<file path="src/rtl/dct_block_loader.sv">
// dct_block_loader
// Collects a raster-ordered pixel stream into the packed 8x8 operand A of the
// DCT matrix multiplier. Once 64 pixels are in, it raises Enable and holds A
// until the multiplier reports done. It then waits for done to drop before
// accepting the next block.
//
// state   | meaning
// --------+------------------------------------------------------------
// FILL    | accepting pixels, writing element[count], Enable low
// RUN     | block complete, Enable high, A frozen, waiting for done
// RELEASE | Enable low, A frozen, waiting for done to return low
module dct_block_loader #(
  parameter int N      = 8,
  parameter int PIX_W  = 8,
  parameter int ELEM_W = 16
) (
  input  logic                    Clock,
  input  logic                    reset,
  input  logic [PIX_W-1:0]        pix_in,
  input  logic                    pix_valid,
  output logic                    pix_ready,
  input  logic                    level_shift,
  output logic [N*N*ELEM_W-1:0]   A,
  output logic                    Enable,
  input  logic                    done,
  output logic                    busy
);

  localparam int NUM   = N * N;
  localparam int CNT_W = (NUM > 1) ? $clog2(NUM) : 1;
  localparam logic [CNT_W-1:0] LAST_IDX = CNT_W'(NUM - 1);
  localparam logic [PIX_W-1:0] PIX_MSB  = PIX_W'(1) << (PIX_W - 1);

  typedef enum logic [1:0] {
    FILL    = 2'd0,
    RUN     = 2'd1,
    RELEASE = 2'd2
  } state_t;

  state_t                  state_q, state_d;
  logic [CNT_W-1:0]        count_q, count_d;
  logic [NUM*ELEM_W-1:0]   a_q, a_d;
  logic                    ready_q, ready_d;

  logic                    xfer;
  logic [PIX_W-1:0]        pix_off;
  logic [ELEM_W-1:0]       elem;

  // A transfer only happens while pix_ready is visible to the upstream stage.
  assign xfer = pix_valid && ready_q;

  // Element formatting: flipping the MSB of an unsigned pixel gives pix-128
  // in two's complement, which is then sign-extended; otherwise zero-extend.
  always_comb begin
    pix_off = pix_in ^ PIX_MSB;
    if (level_shift) begin
      elem = {{(ELEM_W-PIX_W){pix_off[PIX_W-1]}}, pix_off};
    end else begin
      elem = {{(ELEM_W-PIX_W){1'b0}}, pix_in};
    end
  end

  // Next-state logic: packing in FILL, handshake with the multiplier otherwise.
  always_comb begin
    state_d = state_q;
    count_d = count_q;
    a_d     = a_q;
    case (state_q)
      FILL: begin
        if (xfer) begin
          a_d[int'(count_q)*ELEM_W +: ELEM_W] = elem;
          if (count_q == LAST_IDX) begin
            count_d = '0;
            state_d = RUN;
          end else begin
            count_d = count_q + CNT_W'(1);
          end
        end
      end
      RUN: begin
        if (done) begin
          state_d = RELEASE;
        end
      end
      RELEASE: begin
        if (!done) begin
          state_d = FILL;
        end
      end
      default: begin
        state_d = FILL;
      end
    endcase
    // Registered so pix_ready stays low through the reset cycle itself.
    ready_d = (state_d == FILL);
  end

  // State, counter, operand and ready registers with synchronous reset.
  always_ff @(posedge Clock) begin
    if (reset) begin
      state_q <= FILL;
      count_q <= '0;
      a_q     <= '0;
      ready_q <= 1'b0;
    end else begin
      state_q <= state_d;
      count_q <= count_d;
      a_q     <= a_d;
      ready_q <= ready_d;
    end
  end

  assign pix_ready = ready_q;
  assign A         = a_q;
  assign Enable    = (state_q == RUN);
  assign busy      = (state_q == RUN) || (state_q == RELEASE);

endmodule
</file>
<file path="config.mk">
export PLATFORM = sky130hd
export DESIGN_NAME = dct_block_loader
export DESIGN_NICKNAME = d
export VERILOG_FILES = /design/src/rtl/dct_block_loader.sv
export SDC_FILE = /design/constraint.sdc
export NUM_CORES = 1
export LEC_CHECK = 0
export BUFFER_PORTS_ARGS = -buffer_cell sky130_fd_sc_hd__buf_4
export CORE_AREA = 2 2 405 407
export DETAILED_ROUTE_END_ITERATION = 10
export DIE_AREA = 0 0 407 409
export SLEW_MARGIN = 20
export SYNTH_ARGS = -nofsm -noshare
export SYNTH_HDL_FRONTEND = slang
export SYNTH_SLANG_ARGS = --single-unit
</file>
<file path="constraint.sdc">
create_clock -name Clock -period 6.6 [get_ports Clock]
set_clock_uncertainty 0.1 [all_clocks]
set_input_delay 0.66 -clock Clock [delete_from_list [all_inputs] [get_ports Clock]]
set_output_delay 0.66 -clock Clock [all_outputs]
set_load 0.02 [all_outputs]
</file>
==> summary.md, run 1 <==
| Metric | Value |
|---|---|
| Outcome | `completed` |
| Io pins | `~1,000` |
| Multi-input logic area | `approximately 0.010 sq mm` |
| Dpl cell area | `0.0333 sq mm` |
| Post-synthesis xor/xnor area fraction | `0.363%` |
| RR Startpoint | `count_q[0]` |
| Max-cap violations | `0` |
| Port bufs | `1,039` |
| Synth unique cells | `65` |
| Initial antenna violation count | `8` |
| Top cell type by total area after synthesis | `dfxtp_1` |
| Crit path largest cell delay | `880 ps` |
| Most common cell after layout, fill and taps aside | `buf_4` |
| Tot GR Track Use | `between 15 and 20%` |
| Clk root buf | `clkbuf_16` |
| Routed vias | `24,900` |
| Post-Syn Area | `between 0.02 and 0.03 sq mm` |
| Final WS setup | `1790 ps` |
| Largest family of logic cells by synthesized area | `simple AND/OR/NAND/NOR gates` |
| R2R setup slack | `1790 ps` |
| Total gr overflow | `0` |
| CP endpoint kind | `register` |
| Peak supply drop | `around 160 uV` |
| RD Place Congestion | `a little over 0.8` |
| Syn Area/Cell | `8.21 sq um` |
| Max Fclk | `208 MHz` |
| Hold Buf Count CTS | `0` |
| Num CTS Buffers | `71` |
| R2R depth | `8` |
| Clock Tree Buf Depth | `3` |
| Die H | `409 um` |
| Seq/Total Area, Yosys | `roughly 45%` |
| Worst setup path class | `reg -> reg` |
| First-pass GRT wire length | `191,000 um` |
| Max-slew violations | `0` |
| Detailed Route WL | `between 100,000 and 150,000 um` |
| Clock group share of total power | `50.7%` |
| Synth top area cells | `dfxtp_1 (45%), buf_4 (13%), nand2_1 (8.1%)` |
| Largest net degree at the start of global routing | `112` |
| Reg area | `0.0117 sq mm` |
| Via density | `approximately 4.2` |
| Gate Count Post-Synth | `3,191` |
| Hold WC Path Type | `in -> reg` |
| Synth Net Count | `between 3,000 and 4,000` |
| # fillers | `between 15,000 and 20,000` |
| RSZ-0062 raised after global routing | `false` |
| Slew HR | `16.6%` |
| Clock transition at path regs | `60 ps` |
| Post_cts resized | `0` |
| Area growth syn-to-layout | `36.2%` |
| Post-synth EDFFs | `0` |
| Vias in the first global route | `22,600` |
| Gr busiest metal | `met2` |
| Final period utilization | `72.9%` |
| Initial DRC count | `2,227` |
| Final min period | `4810 ps` |
| Row count | `148` |
| Initial Util | `around 16%` |
| Met3 Usage GRT | `4.58%` |
| Post-synthesis adder-cell area fraction | `0.382%` |
| P_sw | `about 2100 uW` |
| Final Non-Filler Cells | `5,925` |
| Flops & latches, synth | `between 500 and 600` |
| DRT antenna net count | `0` |
| Reg power frac | `44.0%` |
| Power Density | `225 mW/mm^2` |
| Critical path's slowest cell | `ha_1` |
| Post-CTS Setup Inserts | `0` |
| Synth Flop Type | `dfxtp_1` |
| Combinational group share of total power | `approximately 5.3%` |
| Async SR Flop Fraction | `0%` |
| WP data required | `about 7000 ps` |
| Switching Fraction | `26.1%` |
| Nets@finish | `3,717` |
| Critical-path cell list | `inv_1, ha_1, nor3b_4, xor2_4, buf_4, nand4_1, nand3_1, o21ai_0` |
| CP Max Fanout | `20` |
| Hold path startpoint | `reset` |
| Mux share of post-synthesis cell area | `4.89%` |
| Most frequent cells in the layout | `buf_4 (1,108), dfxtp_1 (584), nand2_1 (565)` |
| Clock Latency Late Sink | `670 ps` |
| Grt met1 use | `20.6%` |
| Critical path endpoint | `A[514]` |
| TritonCTS Sinks | `585` |
| Reg-to-Reg End | `A[514]` |
| Final setup viols | `0` |
| Die W | `around 410 um` |
| Synth warn | `0` |
| Routed len/inst | `between 20 and 25 um` |
| Post-DP HPWL | `108,000 um` |
| DP Worst Slack | `1700 ps` |
| Cell area after layout | `0.0357 sq mm` |
| Met2 usage | `26.9%` |
| Crit path launch type | `register` |
| DP Cell Count | `5,798` |
| Area of the die | `around 0.17 sq mm` |
| Compound-Gate Fraction of Synth Area | `10.5%` |
| Simple-gate share of the synthesized area | `22.6%` |
| Core Region | `0.162 sq mm` |
| Int Power | `5940 uW` |
| Drt first pass iters | `6` |
| Worst Setup SP | `count_q[0]` |
| Critical path arrival | `5200 ps` |
| H-tree depth | `3` |
| # DRC | `0` |
| LEAKAGE | `0.0145 uW` |
| CTS tree | `done` |
| Final hold vios | `0` |
| Worst-margin pin slew | `between 1000 and 1500 ps` |
| Share of the synthesized area in the top cell type | `44.7%` |
| Share of layout cells above drive strength 1 | `roughly a third` |
| Setup TNS | `0 ps` |
## synthesized netlist by cell type, types with 21 or more instances
master and number:
a21oi_1 205, and3_1 21, buf_1 23, buf_2 34
buf_4 453, clkbuf_1 168, dfxtp_1 585, mux2i_1 127
nand2_1 565, nand3_1 382, nand4_1 45, nor2_1 118
nor3_1 44, o21ai_0 206
## power by group through the flow
stage / sequential (uW) / clock [uW] / combinational (uW)
CTS: 3540 / 4190 / 435
floorplan: 3620 / 0 / 193
global route: 3540 / 4300 / 447
detailed placement: 3620 / 0 / 435
global placement: 3620 / 0 / 429
finish: 3540 / 4070 / 426
## flip-flops by register name (all words and copies together), names as in the netlist
| signal | flops |
|---|---|
| pix_ready | 1 |
| state_q | 2 |
| count_q | 6 |
| A | 576 |
## stage by stage
step | hold slack [ps] | utilization [%] | total power (uW)
3_5_place_dp | 345 | 20.5 | 4050
6_report | 274 | 22.0 | 8040
5_1_grt | 235 | 22.0 | 8280
2_1_floorplan | 429 | - | 3810
3_3_place_gp | 341 | 20.5 | 4050
4_1_cts | 200 | 22.0 | 8160
## logic make-up (layout without fill, tap and decap cells)
| group | after synthesis | count (layout) |
|---|---|---|
| buffers and inverters | 689 | 1245 |
| and+or+nand+nor | 1275 | 1275 |
| muxes | 128 | 128 |
| adders and majority gates | 8 | 8 |
| DFF | 585 | 585 |
| AOI/OAI and AO/OA | 496 | 496 |
| xor gates and xnor gates | 10 | 10 |
| other | 0 | 3 |
## how the worst min path moves through the flow
| stage | to | slack, ps | cells past startpoint |
|---|---|---|---|
| after CTS | count_q[0] | 200 | 2 |
| after detailed placement | A[150] | 340 | 2 |
| after global routing | count_q[4] | 240 | 2 |
| after floorplan | A[759] | 430 | 2 |
| after global placement | A[628] | 340 | 2 |
| final | count_q[2] | 270 | 2 |
## area by class of cell
type,instances,area share [%]
sequential,585,32.8
multi-input combinational,1917,29.4
timing repair buffer,1111,23.4
tap,2175,7.62
clock buffer,94,5.56
clock inverter,30,1.04
inverter,10,0.126
antenna,3,0.0210
## layer usage
| layer | vias up | wire [um] |
|---|---|---|
| met4 | 2 | 4580 |
| met3 | 176 | 12300 |
| li1 | 11400 | - |
| met2 | 1145 | 68300 |
| met1 | 12100 | 59200 |
| met5 | - | 47 |
## worst max-delay path, delay by kind of cell, from the launching register on
family / cells / cell delay (ps)
AO/OA/AOI/OAI: 1 / 130
AND/OR/NAND/NOR: 3 / 1760
buffers and inverters: 2 / 680
flip-flops: 1 / 510
XOR/XNOR: 1 / 540
adder cells (fa/ha/maj): 1 / 880
(Power assumes the default switching activity.)
==> run 2, diff against run 1 <==
Clock period 6.6 ns to 4.71 ns, I/O delays scaled along.
==> run 2 against run 1 <==
Compared with the run above:
- fmax increased by 21%
- critical path type unchanged
- final cell count increased by 0.56%
- sequential share of layout area decreased by 0.17 points
- die area unchanged
- routed wire length decreased by 1.4%
- via count increased by 0.27%
==> summary.md, run 2 (synthesized netlist as in run 1, its figures left out) <==
| Metric | Value |
|---|---|
| Largest net degree at the start of global routing | `123` |
| Tot GR Track Use | `16.2%` |
| RSZ-0062 raised after global routing | `false` |
| Most common cell after layout, fill and taps aside | `buf_4` |
| Routed vias | `roughly 25,000` |
| Port bufs | `1,039` |
| CTS tree | `done` |
| DRT antenna net count | `0` |
| Worst-margin pin slew | `1150 ps` |
| Max-slew violations | `0` |
| Tot Pwr | `between 10,000 and 15,000 uW` |
| RD Place Congestion | `about 0.85` |
| Area of the die | `0.166 sq mm` |
| H-tree depth | `3` |
| Row count | `148` |
| Cell area after layout | `0.0359 sq mm` |
| Clock Latency Late Sink | `670 ps` |
| Die H | `409 um` |
| Share of layout cells above drive strength 1 | `between 30% and 40%` |
| Critical path arrival | `roughly 4500 ps` |
| Via density | `4.19` |
| Clock transition at path regs | `~60 ps` |
| Post-DP HPWL | `around 110,000 um` |
| Hold path startpoint | `reset` |
| Peak supply drop | `235 uV` |
| Final min period | `3970 ps` |
| Num CTS Buffers | `72` |
| Max FFs per register | `576` |
| WP data required | `between 5000 and 6000 ps` |
| Nets@finish | `about 3,700` |
| LEAKAGE | `0.0146 uW` |
| Total gr overflow | `0` |
| Power Density | `314 mW/mm^2` |
| Worst hold slack | `153 ps` |
| Final period utilization | `about 84%` |
| Worst setup path class | `reg -> reg` |
| Routed len/inst | `23.9 um` |
| Final hold vios | `0` |
| Clock Tree Buf Depth | `3` |
| Die W | `just over 400 um` |
| Post-CTS Setup Inserts | `0` |
| Hold Buf Count CTS | `0` |
| Setup TNS | `0 ps` |
| CP Max Fanout | `21` |
| Max-cap violations | `0` |
| Most frequent cells in the layout | `buf_4 (1,124), dfxtp_1 (584), nand2_1 (565)` |
| Worst Setup SP | `count_q[0]` |
| Slew HR | `23.5%` |
| Crit path launch type | `register` |
| Detailed Route WL | `142,000 um` |
| Vias in the first global route | `around 23,000` |
| Initial Util | `between 10% and 20%` |
| Drt first pass iters | `5` |
| Hold WC Path Type | `in -> reg` |
| CP endpoint kind | `register` |
| First-pass GRT wire length | `188,000 um` |
| Initial DRC count | `approximately 2,100` |
| Io pins | `1,040` |
| RR Startpoint | `count_q[0]` |
| Post_cts resized | `0` |
| Max Fclk | `252 MHz` |
| # DRC | `0` |
| Dpl cell area | `between 0.03 and 0.04 sq mm` |
| Core Region | `0.162 sq mm` |
| Clk root buf | `clkbuf_16` |
| Area growth syn-to-layout | `36.9%` |
| Initial antenna violation count | `12` |
| TritonCTS Sinks | `585` |
| Outcome | `completed` |
| Final setup viols | `0` |
-- run 2: cell count changes in the layout (fill, tap and decap cells not counted), moves of 3 or more --
cell	previous run	this run
buf_4	1108	1124
diode_2	3	13
buf_12	0	6
clkbuf_8	10	16
nor3_1	29	34
inv_6	3	6
nor3_4	3	0
-- run 2: final timing paths --
kind | slack, ps | endpoint | depth (start not counted)
hold reg to reg | 350 | A[146] | 2
setup / recovery | 740 | A[819] | 11
hold / removal | 150 | count_q[0] | 2
setup reg to reg | 740 | A[819] | 11
-- run 2: critical path: stages (launching register included) --
cell and delay [ps]:
dfxtp_1 430, buf_4 350, nor3_2 90, nor3b_1 150, ha_1 380, nand4b_1 240
buf_4 220, a211oi_4 230, buf_4 390, nand3_1 650, nor3_1 460, a31o_2 150
-- run 2: metal layers --
| metal | wire, um | global-route usage [%] |
|---|---|---|
| met1 | 59000 | 20.6 |
| met2 | 67200 | 26.3 |
| met3 | 12600 | 4.59 |
| met4 | 3630 | 4.82 |
| met5 | 0 | 0 |
-- run 2: per-stage QoR --
stage	utilization (%)	instances	worst slack [ps]
after CTS	22.1	5945	539
after floorplan	-	3191	1310
after global placement	20.6	5818	576
final	22.1	5958	738
after detailed placement	20.6	5818	563
after global routing	22.1	5946	447
-- run 2: area by class of cell --
cell class	count	area [sq um]
fillers	17700	126000
clock buffers	100	2090
flip-flops and latches	585	11700
multi-input cells	1917	10400
clock inverters	27	307
repair buffers	1131	8570
inverters	10	45.0
diodes	13	32.5
well taps	2175	2720
-- run 2: where the power goes --
| part | internal, uW | total [uW] | leakage [uW] | switching, uW |
|---|---|---|---|---|
| clock network | 3290 | 5710 | 0.00117 | 2410 |
| logic | 105 | 612 | 0.00874 | 507 |
| registers | 4950 | 4960 | 0.00471 | 5.07 |
| total | 8350 | 11300 | 0.0146 | 2930 |
